[config.mk]
export PLATFORM = sky130hd
export DESIGN_NAME = gpu_instruction_dispatcher
export DESIGN_NICKNAME = d
export VERILOG_FILES = /design/src/rtl/gpu_instruction_dispatcher.sv
export SDC_FILE = /design/constraint.sdc
export NUM_CORES = 1
export LEC_CHECK = 0
export CORE_MARGIN = 2
export CORE_UTILIZATION = 50
export CTS_CLUSTER_DIAMETER = 100
export CTS_CLUSTER_SIZE = 14
export DETAILED_ROUTE_END_ITERATION = 8
export HOLD_SLACK_MARGIN = 0.06
export PLACE_DENSITY = 0.86
export SLEW_MARGIN = 0
export SYNTH_ARGS = -nofsm -noshare
export SYNTH_HDL_FRONTEND = slang
export SYNTH_SLANG_ARGS = --single-unit
[constraint.sdc]
create_clock -name clk -period 4.45 [get_ports clk]
set_input_delay 0.6675 -clock clk [delete_from_list [all_inputs] [get_ports clk]]
set_output_delay 0.6675 -clock clk [all_outputs]
set_load 0.005 [all_outputs]
[src/rtl/gpu_instruction_dispatcher.sv]
// Instruction front-end for the sprite video processor: pops 64-bit host
// instructions and issues register writes, sprite-memory writes and fills.
module gpu_instruction_dispatcher #(
  parameter int DATA_W     = 32,
  parameter int ADDR_W     = 14,
  parameter int MEM_DATA_W = 9,
  parameter int REG_IDX_W  = 5,
  parameter int TIMEOUT    = 64,
  parameter int CNT_W      = 16
) (
  input  logic                  clk,
  input  logic                  reset,
  input  logic                  fifo_empty,
  output logic                  fifo_rdreq,
  input  logic [DATA_W-1:0]     data_a,
  input  logic [DATA_W-1:0]     data_b,
  input  logic                  printing,
  output logic                  reg_wr,
  output logic [REG_IDX_W-1:0]  reg_idx,
  output logic [DATA_W-1:0]     reg_data,
  input  logic                  reg_done,
  output logic                  mem_wr,
  output logic [ADDR_W-1:0]     mem_addr,
  output logic [MEM_DATA_W-1:0] mem_data,
  input  logic                  mem_done,
  output logic                  mem_sel,
  output logic                  busy,
  output logic                  err_opcode,
  output logic                  err_timeout,
  output logic [CNT_W-1:0]      inst_count,
  output logic [2:0]            state_dbg
);

  localparam int N_W   = DATA_W - 4 - ADDR_W;
  localparam int TMO_W = $clog2(TIMEOUT + 1);

  localparam logic [3:0] OP_WBR  = 4'd0;
  localparam logic [3:0] OP_WSM  = 4'd1;
  localparam logic [3:0] OP_FILL = 4'd2;

  typedef enum logic [2:0] {
    S_IDLE      = 3'd0,
    S_POP       = 3'd1,
    S_LATCH     = 3'd2,
    S_ISSUE     = 3'd3,
    S_WAIT      = 3'd4,
    S_FILL_NEXT = 3'd5
  } state_t;

  state_t                state, state_next;
  logic [3:0]            op_q;
  logic [REG_IDX_W-1:0]  reg_idx_q;
  logic [DATA_W-1:0]     reg_data_q;
  logic [ADDR_W-1:0]     mem_addr_q;
  logic [MEM_DATA_W-1:0] mem_data_q;
  logic [N_W-1:0]        remaining_q;
  logic [TMO_W-1:0]      tmo_q;
  logic                  mem_sel_q;
  logic                  err_opcode_q;
  logic                  err_timeout_q;
  logic [CNT_W-1:0]      inst_count_q;

  logic                  rdreq;
  logic                  strobe;

  // Decode straight from the FIFO word; only meaningful in LATCH.
  logic [3:0]     dec_op;
  logic [N_W-1:0] dec_n;
  logic           dec_illegal;
  logic           dec_fill_empty;

  assign dec_op         = data_a[3:0];
  assign dec_n          = data_a[DATA_W-1 -: N_W];
  assign dec_illegal    = (dec_op > OP_FILL);
  assign dec_fill_empty = (dec_op == OP_FILL) && (dec_n == '0);

  // Write handshake: a one-cycle strobe (reg_wr/mem_wr) launches the write and
  // the matching done is accepted only in WAIT, i.e. from the cycle after the
  // strobe; any other done is ignored.
  logic op_is_fill;
  logic last_word;
  logic done_in;
  logic inst_done;
  logic timeout_hit;

  assign op_is_fill  = (op_q == OP_FILL);
  assign last_word   = (remaining_q == N_W'(1));
  assign done_in     = (op_q == OP_WBR) ? reg_done : mem_done;
  assign inst_done   = ((state == S_LATCH) && dec_fill_empty) ||
                       ((state == S_WAIT) && done_in && (!op_is_fill || last_word));
  assign timeout_hit = (state == S_WAIT) && !done_in && (tmo_q == TMO_W'(1));

  always_comb begin
    state_next = state;
    rdreq      = 1'b0;
    strobe     = 1'b0;
    case (state)
      S_IDLE: begin
        if (!fifo_empty && !printing) begin
          rdreq      = 1'b1;
          state_next = S_POP;
        end
      end
      S_POP:   state_next = S_LATCH;
      S_LATCH: state_next = (dec_illegal || dec_fill_empty) ? S_IDLE : S_ISSUE;
      S_ISSUE: begin
        if (!printing) begin
          strobe     = 1'b1;
          state_next = S_WAIT;
        end
      end
      S_WAIT: begin
        if (done_in) begin
          state_next = (op_is_fill && !last_word) ? S_FILL_NEXT : S_IDLE;
        end else if (tmo_q == TMO_W'(1)) begin
          state_next = S_IDLE;
        end
      end
      S_FILL_NEXT: state_next = S_ISSUE;
      default:     state_next = S_IDLE;
    endcase
  end

  always_ff @(posedge clk) begin
    if (reset) begin
      state         <= S_IDLE;
      op_q          <= '0;
      reg_idx_q     <= '0;
      reg_data_q    <= '0;
      mem_addr_q    <= '0;
      mem_data_q    <= '0;
      remaining_q   <= '0;
      tmo_q         <= '0;
      mem_sel_q     <= 1'b0;
      err_opcode_q  <= 1'b0;
      err_timeout_q <= 1'b0;
      inst_count_q  <= '0;
    end else begin
      state <= state_next;
      if (inst_done)   inst_count_q  <= inst_count_q + CNT_W'(1);
      if (timeout_hit) err_timeout_q <= 1'b1;
      case (state)
        S_LATCH: begin
          op_q        <= dec_op;
          reg_idx_q   <= data_a[4 +: REG_IDX_W];
          reg_data_q  <= data_b;
          mem_addr_q  <= data_a[4 +: ADDR_W];
          mem_data_q  <= data_b[MEM_DATA_W-1:0];
          remaining_q <= dec_n;
          if (dec_illegal) err_opcode_q <= 1'b1;
          mem_sel_q   <= (state_next == S_ISSUE) && (dec_op != OP_WBR);
        end
        S_ISSUE: begin
          // Timeout counts down to 1, so the error lands TIMEOUT cycles after the strobe.
          if (strobe) tmo_q <= TMO_W'(TIMEOUT - 1);
        end
        S_WAIT: begin
          if (done_in) begin
            if (op_is_fill) remaining_q <= remaining_q - N_W'(1);
          end else begin
            tmo_q <= tmo_q - TMO_W'(1);
          end
        end
        S_FILL_NEXT: mem_addr_q <= mem_addr_q + ADDR_W'(1);
        default: ;
      endcase
      if (state_next == S_IDLE) mem_sel_q <= 1'b0;
    end
  end

  // Combinational outputs are masked so nothing escapes in the first reset cycle.
  assign fifo_rdreq  = rdreq && !reset;
  assign reg_wr      = strobe && (op_q == OP_WBR) && !reset;
  assign mem_wr      = strobe && (op_q != OP_WBR) && !reset;
  assign busy        = (state != S_IDLE) && !reset;
  assign state_dbg   = reset ? 3'd0 : state;
  assign reg_idx     = reg_idx_q;
  assign reg_data    = reg_data_q;
  assign mem_addr    = mem_addr_q;
  assign mem_data    = mem_data_q;
  assign mem_sel     = mem_sel_q;
  assign err_opcode  = err_opcode_q;
  assign err_timeout = err_timeout_q;
  assign inst_count  = inst_count_q;

endmodule
Word level (Yosys, flattened, before mapping):

Index checks and enable logic that the tools add are counted.

* add/subtract/negate cells: 4
* magnitude comparators: 1
* equal/unequal tests: 14
* mux-type cells: 20
* reduce and logical (&&, ||, !) cells: 38

Operators by type and width (number)
* one-hot mux 14 bit (2 select lines): 2
* 2-to-1 mux 14 bit: 2
* 2-to-1 mux 3 bit: 6
* one-hot mux 3 bit (6 select lines): 1
* adder 16 x 1 -> 16 bit (second input constant): 1
* logical AND 1 bit: 15
* adder 14 x 1 -> 14 bit (second input constant): 1
* == test 14 x 1 -> 1 bit (second input constant): 1
* logical NOT 14 bit: 1
* 2-to-1 mux 7 bit: 2
* one-hot mux 7 bit (2 select lines): 1
* subtractor 14 x 1 -> 14 bit (second input constant): 1
* == test 3 x 2 -> 1 bit (second input constant): 3
* == test 4 x 2 -> 1 bit (second input constant): 2
* != test 2 bit (second input constant): 4
* nonzero test 4 bit: 2
* == test 7 x 1 -> 1 bit (second input constant): 1
* subtractor 7 x 1 -> 7 bit (second input constant): 1
* == test 3 bit (second input constant): 2
* logical NOT 1 bit: 6
* logical NOT 3 bit: 2
* AND reduction 3 bit: 2
* nonzero test 2 bit: 3
* 2-to-1 mux 1 bit: 5
* other kinds (8): 10

* register bits: 107
* bits of input ports: 70
* word-level logic and storage cells: 89

Logic depth before layout (Yosys ltp):

* depth in word-level cells: 8
* depth in mapped cells: 8
* mapped depth without buffers: 7

Worst setup path before layout:

OpenSTA, ideal clock, no wires.

* path type: input-to-reg
* start point: input data_a[0]
* end point: register inst_count_q[15] (netlist: inst_count[15])
* library setup time: 0.123 ns
* arrival: 2.240 ns
* required time: 4.327 ns
* setup slack: 2.086 ns
* cell stages on the path: 6
* buffers on the path: 1
* path through: nor4b_1 > nand4_1 > or4_1 > buf_2 > a211oi_2 > mux2_1

* longest elaborated chain between the ends: 4

Ends and longest elaborated chain
* from (decl): RTL line 15 `input logic [DATA_W-1:0] data_a,`
* == test 4 x 2 -> 1 bit: RTL line 75 `assign dec_fill_empty = (dec_op == OP_FILL) && (dec_n == '0);`
* logical AND 1 bit: RTL line 75
* logical AND 1 bit: RTL line 89 `assign inst_done = ((state == S_LATCH) && dec_fill_empty) ||`
* logical OR 1 bit: RTL line 89
* to (signal assigned): RTL line 140 `if (inst_done) inst_count_q <= inst_count_q + CNT_W'(1);`
* to (decl): RTL line 61 `logic [CNT_W-1:0] inst_count_q;`

No other way between the ends.
A chain may end at the register's enable or synchronous reset.

Worst setup path after layout:

* start point: input printing
* end point: output mem_wr

* longest elaborated chain between the ends: 4

Ends and longest elaborated chain
* from (decl): RTL line 17 `input logic printing,`
* 2-to-1 mux 1 bit: RTL line 107 `if (!printing) begin`
* 2-to-1 mux 1 bit: RTL line 97 `case (state)`
* logical AND 1 bit (2 in a row): RTL line 174 `assign mem_wr = strobe && (op_q != OP_WBR) && !reset;`
* to (decl): RTL line 22 `output logic mem_wr,`

No other way between the ends.

==> metrics.yaml <==
synth-seq-area-share: 0.408
slew_headroom: 0.244
cts_sinks: 98
num-nets-final: 821
required_ns: 3.78
cp_common_cell: "clkdlybuf4s50_1"
fin_setup_tns_ns: 0
cts_max_level: 3
root_buffer: "clkbuf_8"
hold_depth: 2
drc: 0
worst_pin_slew_ns: 1.13
ios: 156
synth-main-ff-cell: "dfxtp_1"
drv_cap: 0
postCtsSetupBuffers: 0
synth.cell_area_um2: 4810
detail-route-antenna-nets: 0
max-vdd-ir-drop_mv: 0.191
grt_setup_unrepaired: "false"
syn_nets: 699
fmax_mhz: 330
hold_path_class: "reg -> reg"
cts_made_buffers: 9
ys_seq_elements: 98
io_buffers: 155
async_flop_share: 0
final_hold_viol_count: 0
syn_inst: 623
synth_edf_count: 0
grt_max_degree: 62
drt_pre_antenna_iters: 6
cp_cell_sequence: "clkdlybuf4s50_1, nor2_1, nand3_1, nor3_1, clkdlybuf4s50_1"
max_stage_delay_ns: 0.55
rows: 35
finalWeightedCongestion: 0.914
synth_top_area_cell: "dfxtp_1"
grt_overflow: 0
ys.warnings.count: 0
syn_area_per_cell_um2: 7.72
final-max-slew-violation-count: 0
clk_pin_slew_ns: 0.11
final.min_clock_period_ns: 3.03
die_area_um2: 10400
power_density_nw_per_um2: 259
synth_cell_types: 60
synth_common_cells: "nand2_1, dfxtp_1, a21oi_1"
dp_hpwl_mm: 9.79
grt_pass1_vias: 4761
status: "finished clean"
die_w_um: 102
cp.depth: 5
nFillCells: 788
cts_tree: "yes"
cp_num_buf_inv: 2
diodes: 0
path_class: "in -> out"
endpoint_kind: "output pin"
start_kind: "input port"
via_count: 5071
cpMaxStageDelayCell: "clkdlybuf4s50_1"
clock_latency_ns: 0.37
cts.path.max_buffers: 2
grt_usage: 0.257
initial_core_util: 0.518
die_h_um: 102
grt_pass1_wl_mm: 21.8
leakagePower_uw: 0.00223
drt-total-wl_mm: 13.7
skew_ns: 0.0217
hold_buffers: 0
viasPerCell: 5.77
crit_family: "buffers and inverters"
final-setup-viol-count: 0
wl_per_cell_um: 15.6
antenna_found_initial: 0
drtIter0Drc: 248
area_growth_pct: 35.8
fin_util: 0.703
cts_resized: 0
synthTopCellsByArea: "dfxtp_1, nand2_1, a21oi_1, nor2_1, clkbuf_1"
crit_arrival_ns: 2.36
r2r_cells: 5
finalCritPeriodShare: 0.680
post_route_cells_drive_above_1_share: 0.0480
path_max_fanout: 6
synth_top_area_frac: 0.408
core_um2: 9280
synth_most_common_cell: "nand2_1"
path summary, 6_finish.rpt:
check,slack (ns),endpoint,startpoint
hold / removal,0.46,reg_data[23],reg_data[23]
setup reg to reg,1.45,tmo_q[4],state[2]
hold reg to reg,0.46,reg_data[23],reg_data[23]
setup / recovery,1.42,mem_wr,printing
power breakdown:
| group | switching (uW) | total, uW | internal (uW) |
|---|---|---|---|
| clock | 339 | 572 | 232 |
| combinational | 89.9 | 203 | 113 |
| sequential | 19.4 | 914 | 895 |
| total | 449 | 1690 | 1240 |
stage by stage:
stage	cell area (um^2)	instances	setup WS (ns)	power, uW	hold slack, ns
after floorplan	4810	623	2.09	1020	0.450
after global placement	6340	863	1.29	1130	0.441
after detailed placement	6340	863	1.28	1130	0.447
after CTS	6530	879	1.44	1700	0.463
after global routing	6530	879	1.20	1760	0.480
final	6530	879	1.42	1690	0.461
worst reg2reg max path: cells and delay by family, from the launching register on:
| kind | cells | cell delay, ns |
|---|---|---|
| compound gates | 3 | 1.34 |
| xor+xnor | 1 | 0.21 |
| flops | 1 | 0.58 |
| simple gates | 1 | 0.75 |
metal layers:
layer / global-route usage / vias to the layer above / part of all wire
li1: - / 2441 / -
met1: 0.321 / 2425 / 0.42
met2: 0.444 / 180 / 0.49
met3: 0.0568 / 25 / 0.069
met4: 0.0779 / 0 / 0.016
met5: 0 / - / 0
area by class of cell:
cell class | instances | area, um^2 | share of cell area
multi-input combinational | 463 | 2580 | 0.395
sequential | 98 | 1960 | 0.300
timing repair buffer | 160 | 1590 | 0.243
tap | 129 | 161 | 0.0247
clock buffer | 10 | 138 | 0.0211
clock inverter | 6 | 55.1 | 0.00843
inverter | 13 | 48.8 | 0.00747
cells by family (layout without fill, tap and decap cells):
| family | after synthesis | count (layout) | synth area share |
|---|---|---|---|
| adders and majority gates | 6 | 6 | 0.0156 |
| DFF | 98 | 98 | 0.408 |
| AOI/OAI and AO/OA | 163 | 163 | 0.204 |
| buffers and inverters | 62 | 189 | 0.0567 |
| xor gates and xnor gates | 6 | 6 | 0.0109 |
| muxes | 15 | 15 | 0.0349 |
| and+or+nand+nor | 273 | 273 | 0.270 |
registers in the layout, summed over array words and instances (netlist names):
| register | cells |
|---|---|
| reg_data | 32 |
| remaining_q | 14 |
| mem_sel | 1 |
| op_q | 4 |
| state | 3 |
| mem_addr | 14 |
| tmo_q | 7 |
| inst_count | 16 |
| reg_idx | 5 |
| err_opcode | 1 |
| err_timeout | 1 |
cells in the final DEF, fill, tap and decap left out, drive strengths merged, types with 3 or more instances in the layout:
master	instances
and2	3
nor4	12
nor2	49
nand4	10
a211oi	7
a21o	3
nand2	122
dfxtp	98
o22ai	3
a41oi	3
a21boi	3
a22oi	4
mux2	14
a31oi	8
clkdlybuf4s50	154
nor3	14
a22o	4
nand3	14
xor2	5
buf	6
nor3b	3
and3	5
nand2b	3
a21oi	82
ha	6
nor4b	3
or3	5
o211ai	4
a221oi	4
o21ai	23
clkbuf	10
and4	3
nor2b	15
nand3b	3
inv	18
Note: power is estimated with default switching activity, not from simulation.
